===== src/rtl/square_wave_sequencer_if.sv =====
// Control/table/feedback bundle between a controller and square_wave_sequencer.
// master drives writes, start/stop and wave feedback; slave returns the applied m/n and status.
interface square_wave_sequencer_if #(
  parameter int DEPTH = 8,
  parameter int W     = 4,
  parameter int RPT_W = 8
);
  localparam int AW = $clog2(DEPTH);

  logic             wr_en;
  logic [AW-1:0]    wr_addr;
  logic [W-1:0]     wr_m;
  logic [W-1:0]     wr_n;
  logic [RPT_W-1:0] wr_rpt;
  logic [AW-1:0]    last_idx;
  logic             loop_en;
  logic             start;
  logic             stop;
  logic             wave_in;
  logic [W-1:0]     m_out;
  logic [W-1:0]     n_out;
  logic [AW-1:0]    cur_idx;
  logic             busy;
  logic             done;
  logic             err;

  modport master (
    output wr_en, wr_addr, wr_m, wr_n, wr_rpt, last_idx, loop_en, start, stop, wave_in,
    input  m_out, n_out, cur_idx, busy, done, err
  );

  modport slave (
    input  wr_en, wr_addr, wr_m, wr_n, wr_rpt, last_idx, loop_en, start, stop, wave_in,
    output m_out, n_out, cur_idx, busy, done, err
  );
endinterface


===== src/rtl/square_wave_sequencer.sv =====
// Steps squareWaveGen m/n through a table, switching only on wave_in rising edges.
// Latency: outputs follow a detected rise by one clock; no backpressure, start/stop while not acceptable are dropped.
module square_wave_sequencer #(
  parameter int DEPTH   = 8,
  parameter int W       = 4,
  parameter int RPT_W   = 8,
  parameter int TIMEOUT = 4096
) (
  input logic                    clk,
  input logic                    reset,
  square_wave_sequencer_if.slave bus
);
  localparam int AW = $clog2(DEPTH);
  localparam int TW = $clog2(TIMEOUT);
  localparam logic [TW-1:0] TMAX = TW'(TIMEOUT - 1);

  typedef enum logic [1:0] {IDLE, SYNC, RUN} state_t;

  typedef struct packed {
    logic [W-1:0]     m;
    logic [W-1:0]     n;
    logic [RPT_W-1:0] rpt;
  } entry_t;

  entry_t           tbl [DEPTH];
  state_t           state;
  logic             wave_q;
  logic             stop_pend;
  logic [AW-1:0]    last_q;
  logic             loop_q;
  logic [RPT_W-1:0] cnt;
  logic [TW-1:0]    timer;

  logic [W-1:0]     m_q;
  logic [W-1:0]     n_q;
  logic [AW-1:0]    idx_q;
  logic             busy_q;
  logic             done_q;
  logic             err_q;

  logic             rise;
  entry_t           wr_e;
  entry_t           first_e;
  entry_t           nxt_e;
  logic [AW-1:0]    nxt_idx;
  logic [RPT_W-1:0] rpt_eff;
  logic             at_last;
  logic             exit_done;
  logic             exit_err;

  assign rise = bus.wave_in & ~wave_q;

  always_comb begin
    wr_e    = '{m: bus.wr_m, n: bus.wr_n, rpt: bus.wr_rpt};
    // A write landing on entry 0 together with start must be seen by that start.
    first_e = (bus.wr_en && bus.wr_addr == '0) ? wr_e : tbl[0];
    rpt_eff = (tbl[idx_q].rpt == '0) ? RPT_W'(1) : tbl[idx_q].rpt;
    at_last = (idx_q == last_q);
    nxt_idx = at_last ? '0 : idx_q + AW'(1);
    nxt_e   = tbl[nxt_idx];

    exit_done = 1'b0;
    if (state == SYNC && stop_pend)
      exit_done = 1'b1;
    if (state == RUN && rise &&
        (stop_pend || bus.stop || (cnt >= rpt_eff && at_last && !loop_q)))
      exit_done = 1'b1;

    exit_err = (state != IDLE) && !exit_done && !rise && (timer == TMAX);
  end

  always_ff @(posedge clk) begin
    if (reset) begin
      for (int i = 0; i < DEPTH; i++) tbl[i] <= '0;
      state     <= IDLE;
      wave_q    <= 1'b0;
      stop_pend <= 1'b0;
      last_q    <= '0;
      loop_q    <= 1'b0;
      cnt       <= '0;
      timer     <= '0;
      m_q       <= '0;
      n_q       <= '0;
      idx_q     <= '0;
      busy_q    <= 1'b0;
      done_q    <= 1'b0;
      err_q     <= 1'b0;
    end else begin
      wave_q <= bus.wave_in;
      done_q <= 1'b0;
      if (state != IDLE && bus.stop) stop_pend <= 1'b1;

      if (exit_done || exit_err) begin
        state     <= IDLE;
        busy_q    <= 1'b0;
        m_q       <= '0;
        n_q       <= '0;
        idx_q     <= '0;
        stop_pend <= 1'b0;
        done_q    <= exit_done;
        if (exit_err) err_q <= 1'b1;
      end else begin
        case (state)
          IDLE: begin
            if (bus.wr_en) tbl[bus.wr_addr] <= wr_e;
            if (bus.start && !bus.stop) begin
              state     <= SYNC;
              busy_q    <= 1'b1;
              m_q       <= first_e.m;
              n_q       <= first_e.n;
              idx_q     <= '0;
              err_q     <= 1'b0;
              last_q    <= bus.last_idx;
              loop_q    <= bus.loop_en;
              timer     <= '0;
              stop_pend <= 1'b0;
            end
          end
          SYNC: begin
            if (rise) begin
              state <= RUN;
              cnt   <= RPT_W'(1);
              timer <= '0;
            end else begin
              timer <= timer + TW'(1);
            end
          end
          RUN: begin
            if (rise) begin
              timer <= '0;
              // The edge that advances also counts as period 1 of the new entry.
              if (cnt >= rpt_eff) begin
                idx_q <= nxt_idx;
                m_q   <= nxt_e.m;
                n_q   <= nxt_e.n;
                cnt   <= RPT_W'(1);
              end else begin
                cnt <= cnt + RPT_W'(1);
              end
            end else begin
              timer <= timer + TW'(1);
            end
          end
          default: state <= IDLE;
        endcase
      end
    end
  end

  assign bus.m_out   = m_q;
  assign bus.n_out   = n_q;
  assign bus.cur_idx = idx_q;
  assign bus.busy    = busy_q;
  assign bus.done    = done_q;
  assign bus.err     = err_q;
endmodule


===== src/flat_wrapper.sv =====
// flat-port wrapper written by rule: the top's interface ports become plain ports
module square_wave_sequencer_flat 
#(
  parameter int DEPTH   = 8,
  parameter int W       = 4,
  parameter int RPT_W   = 8,
  parameter int TIMEOUT = 4096
)
  (clk, reset, bus_wr_en, bus_wr_addr, bus_wr_m, bus_wr_n, bus_wr_rpt, bus_last_idx, bus_loop_en, bus_start, bus_stop, bus_wave_in, bus_m_out, bus_n_out, bus_cur_idx, bus_busy, bus_done, bus_err);
  square_wave_sequencer_if #(.DEPTH(DEPTH), .W(W), .RPT_W(RPT_W)) bus_i ();
  input logic clk;
  input logic reset;
  input wire logic [$bits(bus_i.wr_en)-1:0] bus_wr_en;
  input wire logic [$bits(bus_i.wr_addr)-1:0] bus_wr_addr;
  input wire logic [$bits(bus_i.wr_m)-1:0] bus_wr_m;
  input wire logic [$bits(bus_i.wr_n)-1:0] bus_wr_n;
  input wire logic [$bits(bus_i.wr_rpt)-1:0] bus_wr_rpt;
  input wire logic [$bits(bus_i.last_idx)-1:0] bus_last_idx;
  input wire logic [$bits(bus_i.loop_en)-1:0] bus_loop_en;
  input wire logic [$bits(bus_i.start)-1:0] bus_start;
  input wire logic [$bits(bus_i.stop)-1:0] bus_stop;
  input wire logic [$bits(bus_i.wave_in)-1:0] bus_wave_in;
  output wire logic [$bits(bus_i.m_out)-1:0] bus_m_out;
  output wire logic [$bits(bus_i.n_out)-1:0] bus_n_out;
  output wire logic [$bits(bus_i.cur_idx)-1:0] bus_cur_idx;
  output wire logic [$bits(bus_i.busy)-1:0] bus_busy;
  output wire logic [$bits(bus_i.done)-1:0] bus_done;
  output wire logic [$bits(bus_i.err)-1:0] bus_err;
  assign bus_i.wr_en = bus_wr_en;
  assign bus_i.wr_addr = bus_wr_addr;
  assign bus_i.wr_m = bus_wr_m;
  assign bus_i.wr_n = bus_wr_n;
  assign bus_i.wr_rpt = bus_wr_rpt;
  assign bus_i.last_idx = bus_last_idx;
  assign bus_i.loop_en = bus_loop_en;
  assign bus_i.start = bus_start;
  assign bus_i.stop = bus_stop;
  assign bus_i.wave_in = bus_wave_in;
  assign bus_m_out = bus_i.m_out;
  assign bus_n_out = bus_i.n_out;
  assign bus_cur_idx = bus_i.cur_idx;
  assign bus_busy = bus_i.busy;
  assign bus_done = bus_i.done;
  assign bus_err = bus_i.err;
  square_wave_sequencer #(.DEPTH(DEPTH), .W(W), .RPT_W(RPT_W), .TIMEOUT(TIMEOUT)) u_core (.clk(clk), .reset(reset), .bus(bus_i));
endmodule

===== config.mk =====
export PLATFORM = sky130hd
export DESIGN_NAME = square_wave_sequencer_flat
export DESIGN_NICKNAME = d
export VERILOG_FILES = /design/src/rtl/square_wave_sequencer_if.sv /design/src/rtl/square_wave_sequencer.sv /design/src/flat_wrapper.sv
export SDC_FILE = /design/constraint.sdc
export NUM_CORES = 1
export LEC_CHECK = 0
export CORE_MARGIN = 2
export CORE_UTILIZATION = 30
export DETAILED_ROUTE_END_ITERATION = 10
export GPL_ROUTABILITY_DRIVEN = 0
export GPL_TIMING_DRIVEN = 0
export PLACE_DENSITY = 0.47
export SYNTH_ARGS = -nofsm -noshare
export SYNTH_HDL_FRONTEND = slang
export SYNTH_SLANG_ARGS = --single-unit

===== constraint.sdc =====
create_clock -name clk -period 4.7 [get_ports clk]
set_input_delay 0.94 -clock clk [delete_from_list [all_inputs] [get_ports clk]]
set_output_delay 0.94 -clock clk [all_outputs]
set_load 0.05 [all_outputs]

==> metrics.yaml, run 1 <==
status: "complete, no violations"
grt_max_degree: 19
synth_area_um2: 8520
finalSetupViolCount: 0
wl_per_cell_um: 20.2
routed.top_layer: "met4"
vdd_ir_drop_max_mv: 0.289
cts.sinks: 173
slowest_delay_ps: 540
layout.cells.non_filler: 1167
multi_input_area_um2: 3600
num_antenna_cells: 0
postRouteAntennaNets: 0
cp-start-kind: "register"
drc: 0
hp-class: "reg2reg"
p_leak_nw: 3.49
route.met3.wl_um: 1030
whs_ps: 480
numCtsBuffers: 17
netlist_top_cells_count: "and2_1 (131), edfxtp_1 (128), nor2_1 (46)"
hold_buffers: 0
synth.most_common_cell: "and2_1"
hold_end: "u_core.bus.err"
finalWorstSetupSlack_ps: 286
synth_seq_cells: 173
cts_max_level: 4
cp_max_fo: 10
antenna_found_initial: 0
p_int_mw: 2.55
synth_area_leaders: "edfxtp_1 (45%), dfxtp_1 (11%), and2_1 (9.6%), mux4_2 (4.5%), mux2i_1 (3.5%)"
wl_met1_um: 11000
clk_path_buf_depth: 2
std_cell_rows: 61
regArea_um2: 4750
insertion_delay_ps: 440
crit_slowest_cell: "mux4_2"
seq_power_share: 0.495
crit_arrival_ps: 4720
drt_first_iter_violations: 518
synth_top_area_frac: 0.451
pin_count: 43
initial_core_util: 0.306
path_cells: "buf_4 > mux4_2 > mux2i_1 > nand4_1 > o21ai_0 > ha_1 > nand2b_1 > a21oi_2 > o311ai_4 > and2_4 > buf_6 > nor3_4 > buf_1 > and2_1"
relSlewSlack: 0.293
synth_edf_count: 128
core_area_um2: 27900
hp-start: "u_core.bus.err"
place_inst: 1132
setup_tns_ps: 0
synth_seq_area_share: 0.557
switching_share: 0.271
dp_slack_ps: -805
path_class: "reg2reg"
grt_pass1_wl_um: 35600
clock-skew-final_ps: 15.5
portBuffers: 42
p_sw_mw: 0.948
yosysTopAreaCell: "edfxtp_1"
die_area_um2: 29700
worstPathRequired_ps: 5000
hpwl_um: 16300
synth_cells: 712
drive_above_1_share: 0.134
ys_warn_count: 0
finalHoldViolCount: 0
viasPerCell: 5.09
synth-main-ff-cell: "edfxtp_1"
fin_util: 0.363
synthArstFlopShare: 0
combinationalPowerShare: 0.110
rsz0062_at_grt: "false"
final_nets: 820
fin_crit_ps: 4410
min_path_cells: 2
avgSynthCellArea_um2: 12.0
cp.buffers_inverters: 3
synth_nets: 756
grt_pass1_vias: 6052
syn_to_final_growth_pct: 18.7
ff2ff_setup_slack_ps: 290
die_h_um: 172
clk_pin_slew_ps: 70
fmax_mhz: 227
p_clk_frac: 0.395
cts_tree: "built"
ys_types: 58
grt_usage: 0.165
finalCritPeriodShare: 0.939
fillers: 2740
rr_endpoint: "u_core.tbl[1][9]"
reg2reg_depth: 14
cp_top_family: "simple AND/OR/NAND/NOR gates"
wl_met2_um: 11100
die_x_um: 172
dr.pass1.iters: 5
endpoint_kind: "register"
via_count: 5939
slew_violations: 0
grt_overflow_total: 0
wirelength_um: 23600
powerDensity_nw_per_um2: 346
cts-root-buf: "clkbuf_16"
drv_cap: 0
tightest_slew_ps: 1060
## routing by layer
metal  global-route usage  up-vias
li1                     -     2752
met1                0.221     2988
met2                0.268      165
met3               0.0288       34
met4               0.0596        0
met5                    0        -
## stage by stage
step | total power, mW | instance area [um2]
3_5_place_dp | 2.14 | 9410
2_1_floorplan | 1.98 | 8520
6_report | 3.49 | 10100
3_3_place_gp | 2.13 | 9410
4_1_cts | 3.52 | 10000
5_1_grt | 3.62 | 10100
## registers in the layout (all words and copies together) (netlist names), named ones only
name / cells
u_core.bus.done: 1
u_core.cnt: 8
u_core.bus.cur_idx: 3
u_core.timer: 12
u_core.bus.m_out: 4
u_core.last_q: 3
u_core.bus.busy: 1
u_core.loop_q: 1
u_core.state: 2
u_core.stop_pend: 1
u_core.tbl: 128
u_core.bus.err: 1
u_core.wave_q: 1
u_core.bus.n_out: 4
## cell usage in the layout (no fill, tap or decap), drive strengths merged, types with 7 or more instances in the layout
cell type	synthesis	routed
a211oi	10	10
o22ai	9	9
a21oi	22	22
nand2b	7	7
edfxtp	128	128
dfxtp	45	45
mux2	8	8
nand2	32	32
o21ai	19	19
a221o	7	7
and2	132	132
nand3	23	23
nand3b	9	9
nor3	15	15
ha	15	15
mux4	17	17
clkdlybuf4s50	0	42
inv	19	29
or2	8	8
a31oi	11	11
a22o	7	7
mux2i	30	30
clkbuf	23	37
buf	12	18
nor2	46	46
## power by group through the flow
stage | Sequential [mW] | Combinational, mW | Clock [mW]
after detailed placement | 1.77 | 0.371 | 0
after global routing | 1.74 | 0.414 | 1.47
after global placement | 1.76 | 0.366 | 0
after floorplan | 1.80 | 0.186 | 0
after CTS | 1.73 | 0.378 | 1.41
final | 1.73 | 0.384 | 1.38
## area by class of cell
| cell class | count | area share |
|---|---|---|
| Clock buffer | 17 | 0.0421 |
| Clock inverter | 15 | 0.0144 |
| Timing Repair Buffer | 47 | 0.0475 |
| Inverter | 20 | 0.00743 |
| Sequential cell | 173 | 0.470 |
| Tap cell | 378 | 0.0468 |
| Multi-Input combinational cell | 484 | 0.356 |
| Buffer | 33 | 0.0155 |
## how the worst max path moves through the flow
stage	end	depth (start not counted)	slack [ps]	startpoint
after floorplan	u_core.tbl[3][0]	15	710	register
after global placement	u_core.tbl[6][2]	14	-790	register
after detailed placement	u_core.tbl[2][11]	14	-810	register
after CTS	u_core.tbl[3][13]	14	10	register
after global routing	u_core.tbl[1][9]	14	0.7	register
final	u_core.tbl[1][9]	14	290	register
## cells by family after synthesis
kind of cell | count (synthesis) | share of synthesized area
AOI/OAI and AO/OA | 116 | 0.102
muxes | 55 | 0.0908
and+or+nand+nor | 291 | 0.194
xor gates and xnor gates | 7 | 0.00720
buffers and inverters | 55 | 0.0269
adders and majority gates | 15 | 0.0220
DFF | 173 | 0.557
## tightest hold or removal path, cell delays in order, from the launching register on
cell     delay, ps
dfxtp_1        310
o21ai_0         70
a21oi_1         60
## timing repair
item,4_1_cts,5_1_grt
resized for setup,18,10
buffers inserted,0,4
pin swaps,0,1
endpoints found under the setup margin,279,189
No activity file was read; power rests on OpenSTA's default activity.
==> inputs of run 2 (changes only) <==
--- a/config.mk
+++ b/config.mk
@@ -5,8 +5,10 @@
 export SDC_FILE = /design/constraint.sdc
 export NUM_CORES = 1
 export LEC_CHECK = 0
+export CORE_ASPECT_RATIO = 2
 export CORE_MARGIN = 2
 export CORE_UTILIZATION = 30
+export CTS_BUF_LIST = sky130_fd_sc_hd__clkbuf_8
 export DETAILED_ROUTE_END_ITERATION = 10
 export GPL_ROUTABILITY_DRIVEN = 0
 export GPL_TIMING_DRIVEN = 0
==> run 2 against run 1 <==
- global-route usage is 1.1 points higher
- setup slack better by 17 ps
- die area is 0.28% higher
- critical endpoint is now u_core.cnt[5]
- largest cell class unchanged
==> metrics.yaml, run 2 (synthesis gave the netlist of run 1 again) <==
drc: 0  # unchanged
setup_tns_ps: 0  # unchanged
insertion_delay_ps: 490  # was 440 ps
regArea_um2: 4750  # about the same
vdd_ir_drop_max_mv: 0.186  # was 0.289 mV
die_x_um: 123  # was 172 um
syn_to_final_growth_pct: 17.6  # was 18.7%
endpoint_kind: "register"  # unchanged
std_cell_rows: 87  # was 61
grt_overflow_total: 0  # unchanged
path_class: "reg2reg"  # unchanged
antenna_found_initial: 2  # was 0
wirelength_um: 24800  # was 23600 um
crit_slowest_cell: "o41ai_2"  # was mux4_2
postRouteAntennaNets: 0  # unchanged
mostFrequentLayoutCell: "and2_1"  # unchanged
path_depth: 14  # unchanged
finalSetupViolCount: 0  # unchanged
cts.sinks: 173  # unchanged
grt_usage: 0.175  # was 0.165
clk_path_buf_depth: 2  # unchanged
pin_count: 43  # unchanged
min_path_cells: 2  # unchanged
p_int_mw: 2.52  # was 2.55 mW
cts_max_level: 4  # unchanged
finalHoldViolCount: 0  # unchanged
worstPathRequired_ps: 5040  # was 5000 ps
slew_violations: 0  # unchanged
relSlewSlack: 0.368  # was 0.293
reg_top3: "u_core.tbl: 128 flops, u_core.timer: 12 flops, u_core.cnt: 8 flops"  # unchanged
hpwl_um: 18000  # was 16300 um
cp.buffers_inverters: 3  # unchanged
viasPerCell: 4.95  # was 5.09
clock-skew-final_ps: 15.2  # was 15.5 ps
p_leak_nw: 3.48  # was 3.49 nW
seq_power_share: 0.516  # was 0.495
grt_pass1_wl_um: 37700  # was 35600 um
powerDensity_nw_per_um2: 334  # was 346 nW/um2
multi_input_area_um2: 3610  # was 3600 um2
cp_top_family: "compound AO/OA/AOI/OAI gates"  # was simple AND/OR/NAND/NOR gates
drt_first_iter_violations: 314  # was 518
core_area_um2: 28100  # was 27900 um2
via_count: 5692  # was 5939
combinationalPowerShare: 0.114  # was 0.110
status: "complete, no violations"  # unchanged
rsz0062_at_grt: "false"  # unchanged
initial_core_util: 0.303  # was 0.306
fillers: 2812  # was 2740
final_nets: 823  # was 820
largest_reg_flops: 128  # unchanged
cts_tree: "built"  # unchanged
crit_arrival_ps: 4740  # was 4720 ps
cp_max_fo: 10  # unchanged
switching_share: 0.248  # was 0.271
path_cells: "buf_4 > mux4_2 > mux2i_1 > nand3_1 > o21ai_0 > ha_1 > nand2b_1 > a21oi_2 > o311ai_4 > and2_4 > buf_6 > buf_2 > o41ai_2 > nor2_1"  # was buf_4 > mux4_2 > mux2i_1 > nand4_1 > o21ai_0 > ha_1 > nand2b_1 > a21oi_2 > o311ai_4 > and2_4 > buf_6 > nor3_4 > buf_1 > and2_1
hp-class: "reg2reg"  # unchanged
die_area_um2: 29800  # was 29700 um2
drive_above_1_share: 0.138  # was 0.134
fmax_mhz: 227  # about the same
regMostFlops: "u_core.tbl"  # unchanged
drv_cap: 0  # unchanged
fin_util: 0.356  # was 0.363
whs_ps: 483  # was 480 ps
die_h_um: 242  # was 172 um
reg2reg_depth: 14  # unchanged
numCtsBuffers: 17  # unchanged
cp-start-kind: "register"  # unchanged
p_sw_mw: 0.832  # was 0.948 mW
finalCritPeriodShare: 0.936  # was 0.939
fin_crit_ps: 4400  # was 4410 ps
portBuffers: 42  # unchanged
cts-root-buf: "clkbuf_8"  # was clkbuf_16
hold_buffers: 0  # unchanged
slowest_delay_ps: 700  # was 540 ps
p_clk_frac: 0.369  # was 0.395
final_cell_mix: "and2_1 (131), edfxtp_1 (128), nor2_1 (46)"  # unchanged
clk_pin_slew_ps: 90  # was 70 ps
dr.pass1.iters: 5  # unchanged
grt_pass1_vias: 6231  # was 6052
tightest_slew_ps: 946  # was 1060 ps
wl_per_cell_um: 21.5  # was 20.2 um
grt_max_degree: 17  # was 19
[run 2: cell count changes in the layout (fill, tap and decap cells not counted), sizes merged]
cell	change
buf	+2
bufinv	+6
clkbuf	+1
clkinv	+4
clkinvlp	-1
diode	+2
inv	-9
[run 2: layout make-up]
class                   instances  area share
diodes                          2    0.000500
plain buffers                  33      0.0160
clock buffers                  17      0.0234
clock inverters                15      0.0226
inverters                      20     0.00750
multi-input cells             484       0.361
flip-flops and latches        173       0.474
well taps                     356      0.0445
repair buffers                 50      0.0505
[run 2: per-stage QoR]
step | instance area, um2 | cells | worst slack [ps] | power (mW)
final | 10000 | 1150 | 303 | 3.35
after global routing | 10000 | 1150 | 21.1 | 3.47
after CTS | 9910 | 1142 | 9.87 | 3.37
after floorplan | 8520 | 712 | 711 | 1.98
after detailed placement | 9380 | 1110 | -842 | 2.14
after global placement | 9380 | 1110 | -846 | 2.14
[run 2: power by group through the flow]
stage	Sequential, mW	Clock, mW	Combinational (mW)
6_report	1.73	1.24	0.383
5_1_grt	1.74	1.32	0.415
4_1_cts	1.73	1.26	0.381
3_5_place_dp	1.77	0	0.374
3_3_place_gp	1.76	0	0.374
2_1_floorplan	1.80	0	0.186
[run 2: repair_timing]
item	4_1_cts	5_1_grt
buffers inserted	2	6
endpoints found under the hold margin	0	0
pin swaps	1	3
setup endpoints to repair	286	219
resized for setup	22	8
[run 2: tightest hold or removal path, cell delays in order (launching register included)]
cell and delay (ps):
dfxtp_1 310, o21ai_0 70, a21oi_1 60
[run 2: per-layer routing]
layer	track usage	wire length (um)
met1	0.177	8930
met2	0.331	14500
met3	0.0346	520
met4	0.0842	812
met5	0	0
[run 2: path summary, 6_finish.rpt]
| path | from | endpoint | slack, ps |
|---|---|---|---|
| setup / recovery | register | u_core.cnt[5] | 300 |
| hold / removal | u_core.bus.err | u_core.bus.err | 480 |
| setup reg to reg | register | u_core.cnt[5] | 300 |
| hold reg to reg | u_core.bus.err | u_core.bus.err | 480 |
==> inputs of run 3 (changes only) <==
--- a/config.mk
+++ b/config.mk
@@ -6,7 +6,6 @@
 export NUM_CORES = 1
 export LEC_CHECK = 0
 export CORE_ASPECT_RATIO = 2
-export CORE_MARGIN = 2
 export CORE_UTILIZATION = 30
 export CTS_BUF_LIST = sky130_fd_sc_hd__clkbuf_8
 export DETAILED_ROUTE_END_ITERATION = 10
==> constraint.sdc (replaced) <==
create_clock -name clk -period 5.3 [get_ports clk]
set_input_delay 1.06 -clock clk [delete_from_list [all_inputs] [get_ports clk]]
set_output_delay 1.06 -clock clk [all_outputs]
set_load 0.05 [all_outputs]
==> run 3 against run 2 <==
- die area fell by 2.4%
- count of clock-buffer cells in the layout increased by 4
- flip-flop and latch count is the same
- sequential share of layout area up 0.81 points
==> metrics.yaml, run 3 (synthesis gave the netlist of run 1 again) <==
reg_top3: "u_core.tbl: 128 flops, u_core.timer: 12 flops, u_core.cnt: 8 flops"  # unchanged
multi_input_area_um2: 3580  # was 3610 um2
die_h_um: 240  # was 242 um
ff2ff_setup_slack_ps: 260  # was 300 ps
slew_violations: 0  # unchanged
wl_per_cell_um: 21.5  # about the same
finalHoldViolCount: 0  # unchanged
clk_path_buf_depth: 2  # unchanged
hp-class: "reg2reg"  # unchanged
p_leak_nw: 3.41  # was 3.48 nW
via_count: 5767  # was 5692
fmax_mhz: 198  # was 227 MHz
antenna_found_initial: 1  # was 2
grt_pass1_wl_um: 36700  # was 37700 um
rsz0062_at_grt: "false"  # unchanged
final_nets: 816  # was 823
postRouteAntennaNets: 0  # unchanged
drt_first_iter_violations: 345  # was 314
tightest_slew_ps: 870  # was 946 ps
regArea_um2: 4750  # about the same
clock-skew-final_ps: 14.9  # was 15.2 ps
endpoint_kind: "register"  # unchanged
fillers: 2760  # was 2812
cts.sinks: 173  # unchanged
cts_max_level: 4  # unchanged
finalWorstSetupSlack_ps: 258  # was 303 ps
powerDensity_nw_per_um2: 290  # was 334 nW/um2
grt_usage: 0.177  # was 0.175
std_cell_rows: 86  # was 87
regMostFlops: "u_core.tbl"  # unchanged
initial_core_util: 0.307  # was 0.303
path_class: "reg2reg"  # unchanged
finalSetupViolCount: 0  # unchanged
rr_endpoint: "u_core.tbl[3][6]"  # was u_core.cnt[5]
mostFrequentLayoutCell: "and2_1"  # unchanged
insertion_delay_ps: 480  # was 490 ps
fin_crit_ps: 5040  # was 4400 ps
worstPathRequired_ps: 5440  # was 5040 ps
drive_above_1_share: 0.121  # was 0.138
cp-start-kind: "register"  # unchanged
finalCritPeriodShare: 0.951  # was 0.936
drv_cap: 0  # unchanged
cts_tree: "built"  # unchanged
drc: 0  # unchanged
grt_overflow_total: 0  # unchanged
grt_max_degree: 17  # unchanged
cp_max_fo: 16  # was 10
numCtsBuffers: 17  # unchanged
pin_count: 43  # unchanged
vdd_ir_drop_max_mv: 0.170  # was 0.186 mV
reg2reg_depth: 15  # was 14
dpl-instance-area_um2: 9380  # about the same
relSlewSlack: 0.418  # was 0.368
clk_pin_slew_ps: 80  # was 90 ps
wirelength_um: 24500  # was 24800 um
core_area_um2: 27800  # was 28100 um2
final_area_um2: 9840  # was 10000 um2
dr.pass1.iters: 4  # was 5
die_x_um: 121  # was 123 um
portBuffers: 42  # unchanged
crit_arrival_ps: 5180  # was 4740 ps
hpwl_um: 18100  # was 18000 um
final_cell_mix: "and2_1 (131), edfxtp_1 (128), nor2_1 (46)"  # unchanged
hp-start: "u_core.bus.err"  # unchanged
min_path_cells: 2  # unchanged
syn_to_final_growth_pct: 15.5  # was 17.6%
dp_slack_ps: -158  # was -842 ps
die_area_um2: 29100  # was 29800 um2
status: "complete, no violations"  # unchanged
grt_pass1_vias: 6212  # was 6231
cts_setup_buffers: 0  # was 2
viasPerCell: 5.07  # was 4.95
largest_reg_flops: 128  # unchanged
hold_buffers: 0  # unchanged
cts-root-buf: "clkbuf_8"  # unchanged
hold_end: "u_core.bus.err"  # unchanged
run 3: cell count changes in the layout (fill, tap and decap cells not counted), moves of 2 or more:
cell | before | now
buf_4 | 7 | 0
clkbuf_1 | 12 | 17
nor3_2 | 0 | 5
nor3_4 | 8 | 3
clkbuf_2 | 9 | 5
clkbuf_8 | 17 | 21
inv_1 | 20 | 24
bufinv_16 | 6 | 3
clkinv_1 | 4 | 1
buf_12 | 2 | 0
run 3: area by class of cell:
class	instances	share of cell area
buffer	34	0.0159
sequential	173	0.482
multi-input combinational	484	0.364
clock buffer	21	0.0294
clock inverter	11	0.0131
tap	352	0.0448
antenna	1	0.000254
inverter	20	0.00763
timing repair buffer	42	0.0427
run 3: per-stage QoR:
step / instances / util / hold slack [ps] / TNS, ps / total power [mW]
floorplan: 712 / - / 463 / 0 / 1.76
detailed placement: 1106 / 0.338 / 478 / -9680 / 1.90
global route: 1138 / 0.354 / 511 / 0 / 2.96
finish: 1138 / 0.354 / 481 / 0 / 2.85
global placement: 1106 / 0.338 / 465 / -5650 / 1.89
CTS: 1137 / 0.353 / 490 / 0 / 2.89
run 3: how the worst max path moves through the flow:
stage                     startpoint               end  slack, ps  depth (start not counted)
after floorplan             register  u_core.tbl[3][0]       1310                         15
after CTS                   register  u_core.tbl[3][6]         90                         16
final                       register  u_core.tbl[3][6]        260                         15
after detailed placement    register  u_core.tbl[0][3]       -160                         14
after global routing        register  u_core.tbl[3][6]         20                         15
after global placement      register  u_core.tbl[0][2]       -110                         14
run 3: power breakdown:
| group | switching [mW] | leakage [nW] | total (mW) | internal [mW] |
|---|---|---|---|---|
| logic | 0.215 | 1.50 | 0.331 | 0.116 |
| registers | 0.0242 | 1.69 | 1.53 | 1.51 |
| clock network | 0.480 | 0.224 | 0.988 | 0.508 |
| total | 0.719 | 3.41 | 2.85 | 2.13 |
run 3: timing repair:
| item | 4_1_cts | 5_1_grt |
|---|---|---|
| gates cloned | 0 | 0 |
| setup endpoints to repair | 129 | 101 |
| gates resized for setup | 7 | 14 |
| pin swaps | 0 | 0 |
run 3: worst max-delay path, stage by stage (launching register included):
cell	delay [ps]
dfxtp_1	320
clkbuf_1	390
clkbuf_1	600
mux4_2	420
mux2i_1	340
nand4_1	130
o21ai_0	210
ha_1	250
nand2b_1	150
a21oi_2	240
o311ai_4	210
and2_4	230
buf_6	140
buf_2	220
nor3_4	400
or2_4	440
run 3: routing by layer:
metal | part of all wire | global-route usage | vias to the layer above
li1 | - | - | 2744
met1 | 0.35 | 0.164 | 2888
met2 | 0.60 | 0.364 | 108
met3 | 0.028 | 0.0344 | 27
met4 | 0.025 | 0.0685 | 0
met5 | 0 | 0 | -
